==> config.mk <==
export PLATFORM = sky130hd
export DESIGN_NAME = mem_access_unit
export DESIGN_NICKNAME = d
export VERILOG_FILES = /design/src/rtl/mem_access_unit_pkg.sv /design/src/rtl/mau_assembler.sv /design/src/rtl/mem_access_unit.sv
export SDC_FILE = /design/constraint.sdc
export NUM_CORES = 1
export LEC_CHECK = 0
export BUFFER_PORTS_ARGS = -buffer_cell sky130_fd_sc_hd__buf_2
export CAP_MARGIN = 20
export CORE_MARGIN = 2
export CORE_UTILIZATION = 28
export CTS_CLUSTER_DIAMETER = 80
export DETAILED_ROUTE_END_ITERATION = 7
export PLACE_DENSITY_LB_ADDON = 0.1
export SETUP_SLACK_MARGIN = 0.02
export SLEW_MARGIN = 10
export SYNTH_ARGS = -nofsm -noshare
export SYNTH_HDL_FRONTEND = slang
export SYNTH_SLANG_ARGS = --single-unit
export TNS_END_PERCENT = 1
==> constraint.sdc <==
create_clock -name clk -period 6.4 [get_ports clk]
set_input_delay 1.92 -clock clk [delete_from_list [all_inputs] [get_ports clk]]
set_output_delay 1.92 -clock clk [all_outputs]
set_load 0.03 [all_outputs]
==> src/rtl/mem_access_unit_pkg.sv <==
// Shared types, sizes and helpers for the load/store unit.
// Holds the access-type enum, the FSM state enum and the misalignment check.
package mem_access_unit_pkg;

  localparam int BITS           = 32;
  localparam int ADDRW          = 32;
  localparam int BYTES_PER_WORD = BITS / 8;
  localparam int MAX_BEATS      = BYTES_PER_WORD;
  localparam int BEATW          = $clog2(MAX_BEATS);

  typedef enum logic [2:0] {
    BYTE,
    HALFWORD,
    WORD,
    UBYTE,
    UHALFWORD,
    LWCP
  } mem_data_t;

  typedef logic [BEATW-1:0] shift_t;

  typedef enum logic [1:0] {
    IDLE,
    ISSUE,
    WAIT,
    RESP
  } mau_state_t;

  function automatic logic is_misaligned(mem_data_t t, logic [1:0] a);
    unique case (1'b1)
      (t == HALFWORD || t == UHALFWORD): is_misaligned = a[0];
      (t == WORD || t == LWCP):          is_misaligned = (a != 2'b00);
      default:                           is_misaligned = 1'b0;
    endcase
  endfunction

endpackage

==> src/rtl/mau_assembler.sv <==
// Byte-lane insert for split loads and the final sign/zero extension.
// Purely combinational so the result can be registered on the last beat.
module mau_assembler
  import mem_access_unit_pkg::*;
(
  input  logic [BITS-1:0] asm_q,
  input  logic [BITS-1:0] din,
  input  shift_t          lane,
  input  logic            split,
  input  mem_data_t       rtype,
  output logic [BITS-1:0] asm_d,
  output logic [BITS-1:0] result
);

  always_comb begin
    asm_d = asm_q;
    asm_d[{lane, 3'b000} +: 8] = din[7:0];
  end

  always_comb begin
    result = asm_d;
    if (!split) begin
      result = din;
    end else begin
      unique case (rtype)
        HALFWORD:  result = {{(BITS-16){asm_d[15]}}, asm_d[15:0]};
        UHALFWORD: result = {{(BITS-16){1'b0}}, asm_d[15:0]};
        default:   result = asm_d;
      endcase
    end
  end

endmodule

==> src/rtl/mem_access_unit.sv <==
// Load/store unit: splits misaligned accesses into UBYTE beats and reassembles.
// Define MAU_MISALIGN_TRAP_EN to trap misaligned requests instead of splitting.
module mem_access_unit
  import mem_access_unit_pkg::*;
#(
  parameter int RD_LATENCY = 1
) (
  input  logic             clk,
  input  logic             rst,
  input  logic             req_valid,
  output logic             req_ready,
  input  logic             req_write,
  input  mem_data_t        req_type,
  input  logic [ADDRW-1:0] req_addr,
  input  logic [BITS-1:0]  req_wdata,
  output logic             resp_valid,
  output logic [BITS-1:0]  resp_rdata,
  output logic             resp_err,
  output logic [ADDRW-1:0] MEM_ADDR,
  output logic [BITS-1:0]  MEM_DATA_IN,
  output logic             MEM_WRITE,
  output logic             MEM_READ,
  output mem_data_t        MEM_DATA_TYPE,
  input  logic [BITS-1:0]  MEM_DATA_OUT
);

`ifdef MAU_MISALIGN_TRAP_EN
  localparam bit TRAP_EN = 1'b1;
`else
  localparam bit TRAP_EN = 1'b0;
`endif

  localparam bit         ZERO_LAT  = (RD_LATENCY == 0);
  localparam logic [7:0] WCNT_INIT = 8'(RD_LATENCY - 1);

  mau_state_t       state;
  logic             rq_write;
  mem_data_t        rq_type;
  logic [ADDRW-1:0] rq_addr;
  logic [BITS-1:0]  rq_wdata;
  logic             split;
  shift_t           beat;
  shift_t           last;
  logic [7:0]       wcnt;
  logic [BITS-1:0]  asm_q;

  logic             acc_mis;
  shift_t           acc_last;
  shift_t           nbeat;
  logic [ADDRW-1:0] nxt_addr;
  logic [BITS-1:0]  nxt_data;
  logic             beat_done;
  logic [BITS-1:0]  asm_d;
  logic [BITS-1:0]  result;

  always_comb begin
    acc_mis  = is_misaligned(req_type, req_addr[1:0]);
    acc_last = '0;
    if (acc_mis) begin
      acc_last = (req_type == HALFWORD || req_type == UHALFWORD)
               ? shift_t'(1) : shift_t'(MAX_BEATS - 1);
    end
    nbeat    = beat + 1'b1;
    nxt_addr = rq_addr + ADDRW'(nbeat);
    nxt_data = BITS'(rq_wdata[{nbeat, 3'b000} +: 8]);
  end

  // A store beat always finishes in ISSUE; a load beat finishes on its
  // last WAIT cycle, or in ISSUE when memory reads combinationally.
  assign beat_done = (state == ISSUE && (rq_write || ZERO_LAT))
                  || (state == WAIT && wcnt == '0);

  mau_assembler u_asm (
    .asm_q  (asm_q),
    .din    (MEM_DATA_OUT),
    .lane   (beat),
    .split  (split),
    .rtype  (rq_type),
    .asm_d  (asm_d),
    .result (result)
  );

  always_ff @(posedge clk) begin
    if (rst) begin
      state         <= IDLE;
      req_ready     <= 1'b0;
      resp_valid    <= 1'b0;
      resp_rdata    <= '0;
      resp_err      <= 1'b0;
      MEM_ADDR      <= '0;
      MEM_DATA_IN   <= '0;
      MEM_WRITE     <= 1'b0;
      MEM_READ      <= 1'b0;
      MEM_DATA_TYPE <= WORD;
      rq_write      <= 1'b0;
      rq_type       <= WORD;
      rq_addr       <= '0;
      rq_wdata      <= '0;
      split         <= 1'b0;
      beat          <= '0;
      last          <= '0;
      wcnt          <= '0;
      asm_q         <= '0;
    end else begin
      resp_valid <= 1'b0;
      resp_err   <= 1'b0;
      unique case (state)
        IDLE: begin
          req_ready <= 1'b1;
          if (req_valid && req_ready) begin
            req_ready <= 1'b0;
            rq_write  <= req_write;
            rq_type   <= req_type;
            rq_addr   <= req_addr;
            rq_wdata  <= req_wdata;
            split     <= acc_mis;
            last      <= acc_last;
            beat      <= '0;
            asm_q     <= '0;
            if (TRAP_EN && acc_mis) begin
              state      <= RESP;
              resp_valid <= 1'b1;
              resp_err   <= 1'b1;
              resp_rdata <= '0;
            end else begin
              state         <= ISSUE;
              MEM_ADDR      <= req_addr;
              MEM_DATA_TYPE <= acc_mis ? UBYTE : req_type;
              MEM_DATA_IN   <= acc_mis ? BITS'(req_wdata[7:0])
                                       : req_wdata;
              MEM_WRITE     <= req_write;
              MEM_READ      <= !req_write;
            end
          end
        end
        ISSUE: begin
          if (!beat_done) begin
            state <= WAIT;
            wcnt  <= WCNT_INIT;
          end
        end
        WAIT: begin
          if (!beat_done) wcnt <= wcnt - 1'b1;
        end
        RESP: begin
          state     <= IDLE;
          req_ready <= 1'b1;
        end
      endcase
      if (beat_done) begin
        if (!rq_write) asm_q <= asm_d;
        if (beat == last) begin
          state      <= RESP;
          MEM_READ   <= 1'b0;
          MEM_WRITE  <= 1'b0;
          resp_valid <= 1'b1;
          resp_rdata <= rq_write ? '0 : result;
        end else begin
          state       <= ISSUE;
          beat        <= nbeat;
          MEM_ADDR    <= nxt_addr;
          MEM_DATA_IN <= nxt_data;
          MEM_WRITE   <= rq_write;
          MEM_READ    <= !rq_write;
        end
      end
    end
  end

endmodule
**Word level (Yosys, flattened, before mapping)**

Cells that the tools add are included.

- Register bits after elaboration: 218
- Latch bits: 0
- Bits in writable memories: 0
- ROM bits: 0
- Bits of input ports: 103
- Output and inout port bits: 104
- Word-level logic and storage cells: 104
- Memories: 0

- Add/sub/neg operators: 4
- $mul: 0
- Divide/modulo/power cells: 0
- $lt $le $gt $ge: 0
- Equal/unequal tests: 13
- Shift operators: 3
- Mux-type cells: 43
- Bitwise operators: 1
- Reduce and logical (&&, ||, !) cells: 22

Operator list:

| kind | count |
|---|---|
| 32-bit two-way mux | 15 |
| 32-bit case mux with 2 select lines | 1 |
| 32-bit by 2-bit adder with 32-bit output | 1 |
| 32-bit bitwise mux | 1 |
| 8-bit by 7-bit variable shift with 32-bit output (first input constant) | 1 |
| 32-bit by 6-bit variable part select with 8-bit output | 1 |
| 8-bit by 7-bit variable part select with 32-bit output | 1 |
| 2-bit two-way mux | 9 |
| 8-bit two-way mux | 2 |
| 8-bit case mux with 2 select lines | 1 |
| 1-bit two-way mux | 10 |
| 2-bit nonzero test | 5 |
| 3-bit equality test (second input constant) | 3 |
| 8-bit logical NOT | 1 |
| 2-bit AND reduction | 4 |
| 8-bit by 1-bit subtractor with 8-bit output (second input constant) | 1 |
| 5-bit negation with 7-bit output | 1 |
| 3-bit by 1-bit equality test with 1-bit output (second input constant) | 2 |
| 2-bit case mux with 3 select lines | 1 |
| 2-bit equality test (second input constant) | 2 |
| 2-bit != test (second input constant) | 2 |
| 1-bit case mux with 2 select lines | 2 |
| 4-bit nonzero test | 1 |
| 3-bit by 2-bit equality test with 1-bit output (second input constant) | 1 |
| other kinds (12) | 17 |

**Depth between registers and ports, before layout**

- Depth after elaboration: 8
- Gate-level depth with buffers: 11
- Depth with buffers taken out: 8

**Modules after synthesis**

Synthesis repeated with hierarchy kept, for this count alone.

- Cells, all modules: 1,213
- Area, all modules: 9,918.3 µm²

Modules (own cells, without submodules):

| module | instances | cells each | area each (µm²) | seq. area each (µm²) |
|---|---|---|---|---|
| mem_access_unit | 1 | 1,054 | 8,858.5 | 4,344.2 |
| mau_assembler | 1 | 159 | 1,059.8 | 0.0 |

**Worst setup path after synthesis**

OpenSTA, ideal clock, no wires.

- Path type: in2reg
- Start: input port req_addr[1]
- End: register MEM_DATA_IN[25]
- Setup time: 0.070 ns
- Arrival time: 3.225 ns
- Required time: 6.330 ns
- Setup slack: 3.104 ns
- Stages on the path: 6
- Path buffers: 1
- Cell sequence: a21o_1 > a22o_1 > a21oi_1 > clkbuf_1 > nand3_1 > a21oi_1

- Longest elaborated chain between the ends: 7

Ends and longest elaborated chain:

| item | line | source |
|---|---|---|
| from (decl) | mem_access_unit.sv:14 | `input logic [ADDRW-1:0] req_addr,` |
| 2-bit nonzero test * | mem_access_unit_pkg.sv:32 | `(t == WORD \|\| t == LWCP): is_misaligned = (a != 2'b00);` |
| 1-bit case mux with 2 select lines * | mem_access_unit_pkg.sv:30 | `unique case (1'b1)` |
| 32-bit two-way mux * | mem_access_unit.sv:129 | `MEM_DATA_IN <= acc_mis ? BITS'(req_wdata[7:0])` |
| 32-bit two-way mux * | mem_access_unit.sv:110 | `if (req_valid && req_ready) begin` |
| 32-bit two-way mux * | mem_access_unit.sv:107 | `unique case (state)` |
| 32-bit two-way mux | mem_access_unit.sv:152 | `if (beat == last) begin` |
| 32-bit two-way mux * | mem_access_unit.sv:150 | `if (beat_done) begin` |
| to (signal assigned) | mem_access_unit.sv:129 |  |
| to (signal assigned) | mem_access_unit.sv:162 | `MEM_DATA_IN <= nxt_data;` |
| to (decl) | mem_access_unit.sv:20 | `output logic [BITS-1:0] MEM_DATA_IN,` |

Every way passes the cells marked *; elsewhere a longest branch is shown, timed or not.
A chain may end at the register's enable or synchronous reset.

**Worst setup path after layout**

- Start: input port req_valid
- End: register MEM_ADDR[23]

- Longest elaborated chain between the ends: 5

Ends and longest elaborated chain:

| item | line | source |
|---|---|---|
| from (decl) | mem_access_unit.sv:10 | `input logic req_valid,` |
| 1-bit logical AND * | mem_access_unit.sv:110 |  |
| 32-bit two-way mux * | mem_access_unit.sv:110 |  |
| 32-bit two-way mux * | mem_access_unit.sv:107 |  |
| 32-bit two-way mux | mem_access_unit.sv:152 |  |
| 32-bit two-way mux * | mem_access_unit.sv:150 |  |
| to (signal assigned) | mem_access_unit.sv:127 | `MEM_ADDR <= req_addr;` |
| to (signal assigned) | mem_access_unit.sv:161 | `MEM_ADDR <= nxt_addr;` |
| to (decl) | mem_access_unit.sv:19 | `output logic [ADDRW-1:0] MEM_ADDR,` |

Marked as above.

==> qor.yml <==
status:
  outcome: "complete, no violations"
clock_tree:
  post_cts_buffers: 0
  ctsResizeCount: 0
  numCtsBuffers: 29
  path_clk_slew_ps: 50
  clock-root-buffer: "clkbuf_16"
  cts_num_sinks: 217
  cts_tree: "built"
  holdBufCountCts: 0
  ctsLongestPathBuffers: 3
  htree_levels: 1
  worstSkewPairLatency_ps: 540
route:
  via_count: 8940
  ant_nets: 0
  firstDrtPassIters: 5
  drtIter0Drc: 442
  post_drt_via_cell_ratio: 4.950
  wl_per_cell_um: 17.62
  drt_wl_total_um: 31820
  drc_errors: 0
sta:
  slew_headroom_pct: 35.40
  drv_slew: 0
  setup_viol: 0
  rsz0062_at_grt: "false"
  final_hold_viol_count: 0
  worstMarginPinSlew_ps: 965.9
  fin_tns_setup_ps: 0
  period_needed_ps: 3320
  max_freq_mhz: 301.2
  skew_ps: 9.330
  finalCritPeriodShare_pct: 51.88
place:
  globalplace.congestion: 0.7372
  dp_cells: 1751
  place_area_um2: 10940
  io_buffers: 205
  place_hpwl_um: 20920
die:
  start_util_pct: 28.51
  coreArea_um2: 33700
  die_w_um: 189.2
  dieArea_um2: 35810
  num_rows: 67
  io_pins: 207
  die_y_um: 189.2
setup_path:
  start_kind: "primary input"
  critPathSlowestCell: "and3_4"
  cp_max_fo: 55
  path_cells: "buf_2 -> and3_4 -> buf_4 -> nand2_1 -> a31oi_1 -> and3_1"
  rrSetupSlack_ps: 3330
  critPathMaxStageDelay_ps: 620
  worstPathRequired_ps: 6880
  cp.arrival_ps: 3800
  cp-end-kind: "flop"
  critical-path-top-delay-family: "simple AND/OR/NAND/NOR gates"
  critPathKind: "primary input to flop"
  path_buf_inv: 2
final_layout:
  fin_nets: 1454
  final_area_um2: 11850
  postLayoutCoreUtil_pct: 35.17
  layout_commonest_cell: "nand2_1"
  syn2layout_area_growth_pct: 23.37
  seq_area_um2: 4344
  nFillCells: 3652
  fin_cells: 1806
  multi_input_area_um2: 4860
  drive_gt1_share_pct: 21.76
  layout_common_cells: "249 x nand2_1, 217 x dfxtp_1, 204 x buf_2, 147 x a21oi_1, 121 x nor2_1"
power:
  p_per_area_nw_per_um2: 380.4
  p_leak_nw: 4.692
  ir_worst_vdd_uv: 218.2
  power_mw: 4.508
hold_path:
  min_path_type: "flop to flop"
global_route:
  grt.total_usage_pct: 17.28
  grt-ovfl-total: 0
  first_global_vias: 8995
  antenna_found_initial: 1
  grt_max_degree: 94
  grt_pass1_wl_um: 50120
synth:
  syn_inst: 1184
  ys_async_sr_fraction_pct: 0
  syn-num-nets: 1301
  seq_area_frac_synth_pct: 45.22
  synth_edf_count: 0
  avgSynthCellArea_um2: 8.114
  ys_ff_latch: 217
  netlist_area_um2: 9607
  ys_warn_count: 0
  ys_types: 59
  synth_top_flop_cell: "dfxtp_1"
flow_run:
  cap_violations: 0
## metal layers
metal / routed length (µm) / up-vias / track usage (%)
met2: 15120 / 176 / 29.37
met5: 0 / - / 0
met4: 609 / 0 / 3.846
met1: 14490 / 4292 / 22.51
li1: - / 4435 / -
met3: 1598 / 37 / 3.633
## metrics by stage
| stage | hold WS [ps] | setup slack, ps |
|---|---|---|
| final | 435.8 | 3080 |
| after floorplan | 433.1 | 3104 |
| after global routing | 468.7 | 2872 |
| after CTS | 439.1 | 3088 |
| after detailed placement | 431.7 | 2522 |
| after global placement | 428.9 | 2408 |
## area by class of cell
class	instances	area share, %
antenna	2	0.04223
clock buffer	43	6.820
clock inverter	7	0.6018
inverter	14	0.4434
multi-input combinational	855	41.00
sequential	217	36.66
tap	448	4.730
timing repair buffer	220	9.702
## synthesized netlist by cell type, drive strengths merged, types with 16 or more instances
library cell / number / area [µm²]
nand2: 250 / 938.4
clkbuf: 75 / 281.5
nand3: 40 / 200.2
nor2b: 24 / 150.1
o221ai: 16 / 140.1
nor4: 17 / 112.6
buf: 23 / 102.6
xnor2: 28 / 245.2
dfxtp: 217 / 4344
a21oi: 149 / 745.7
a22oi: 48 / 360.4
a311oi: 20 / 175.2
nor2: 122 / 465.5
## sequential cells by signal, indices dropped and copies added, names as in the netlist, 8 cells and up
| name | cells |
|---|---|
| asm_q | 32 |
| MEM_DATA_IN | 32 |
| rq_addr | 32 |
| MEM_ADDR | 32 |
| wcnt | 8 |
| resp_rdata | 32 |
| rq_wdata | 32 |
## kinds of logic (layout without fill, tap and decap cells)
group / after synthesis / count (layout) / synth area share [%]
xor gates and xnor gates: 39 / 39 / 3.556
muxes: 9 / 9 / 1.980
DFF: 217 / 217 / 45.22
buffers and inverters: 112 / 284 / 4.545
other: 1 / 3 / 0.03904
AOI/OAI and AO/OA: 291 / 291 / 19.69
and+or+nand+nor: 501 / 501 / 23.07
adders and majority gates: 14 / 14 / 1.902
## final timing paths
| kind | startpoint | to | depth (start not counted) |
|---|---|---|---|
| min | resp_rdata[24]$_SDFFE_PP0P_ | resp_rdata[24]$_SDFFE_PP0P_ | 2 |
| max reg2reg | beat[0]$_SDFF_PP0_ | MEM_ADDR[23]$_SDFF_PP0_ | 8 |
| max | req_valid | MEM_ADDR[23]$_SDFF_PP0_ | 6 |
| min reg2reg | resp_rdata[24]$_SDFFE_PP0P_ | resp_rdata[24]$_SDFFE_PP0P_ | 2 |
## report_power, final
part	total, mW	switching [mW]	internal [mW]
combinational	1.28	0.870	0.406
sequential	1.71	0.149	1.56
clock	1.53	0.619	0.907
## worst register-to-register path, delay by kind of cell (launching register included)
family,cells,cell delay (ps)
compound gates,1,140
fa+ha+maj,2,720
buf+inv,1,260
flops,1,300
simple gates,4,1550
No activity file was read; power rests on OpenSTA's default activity.
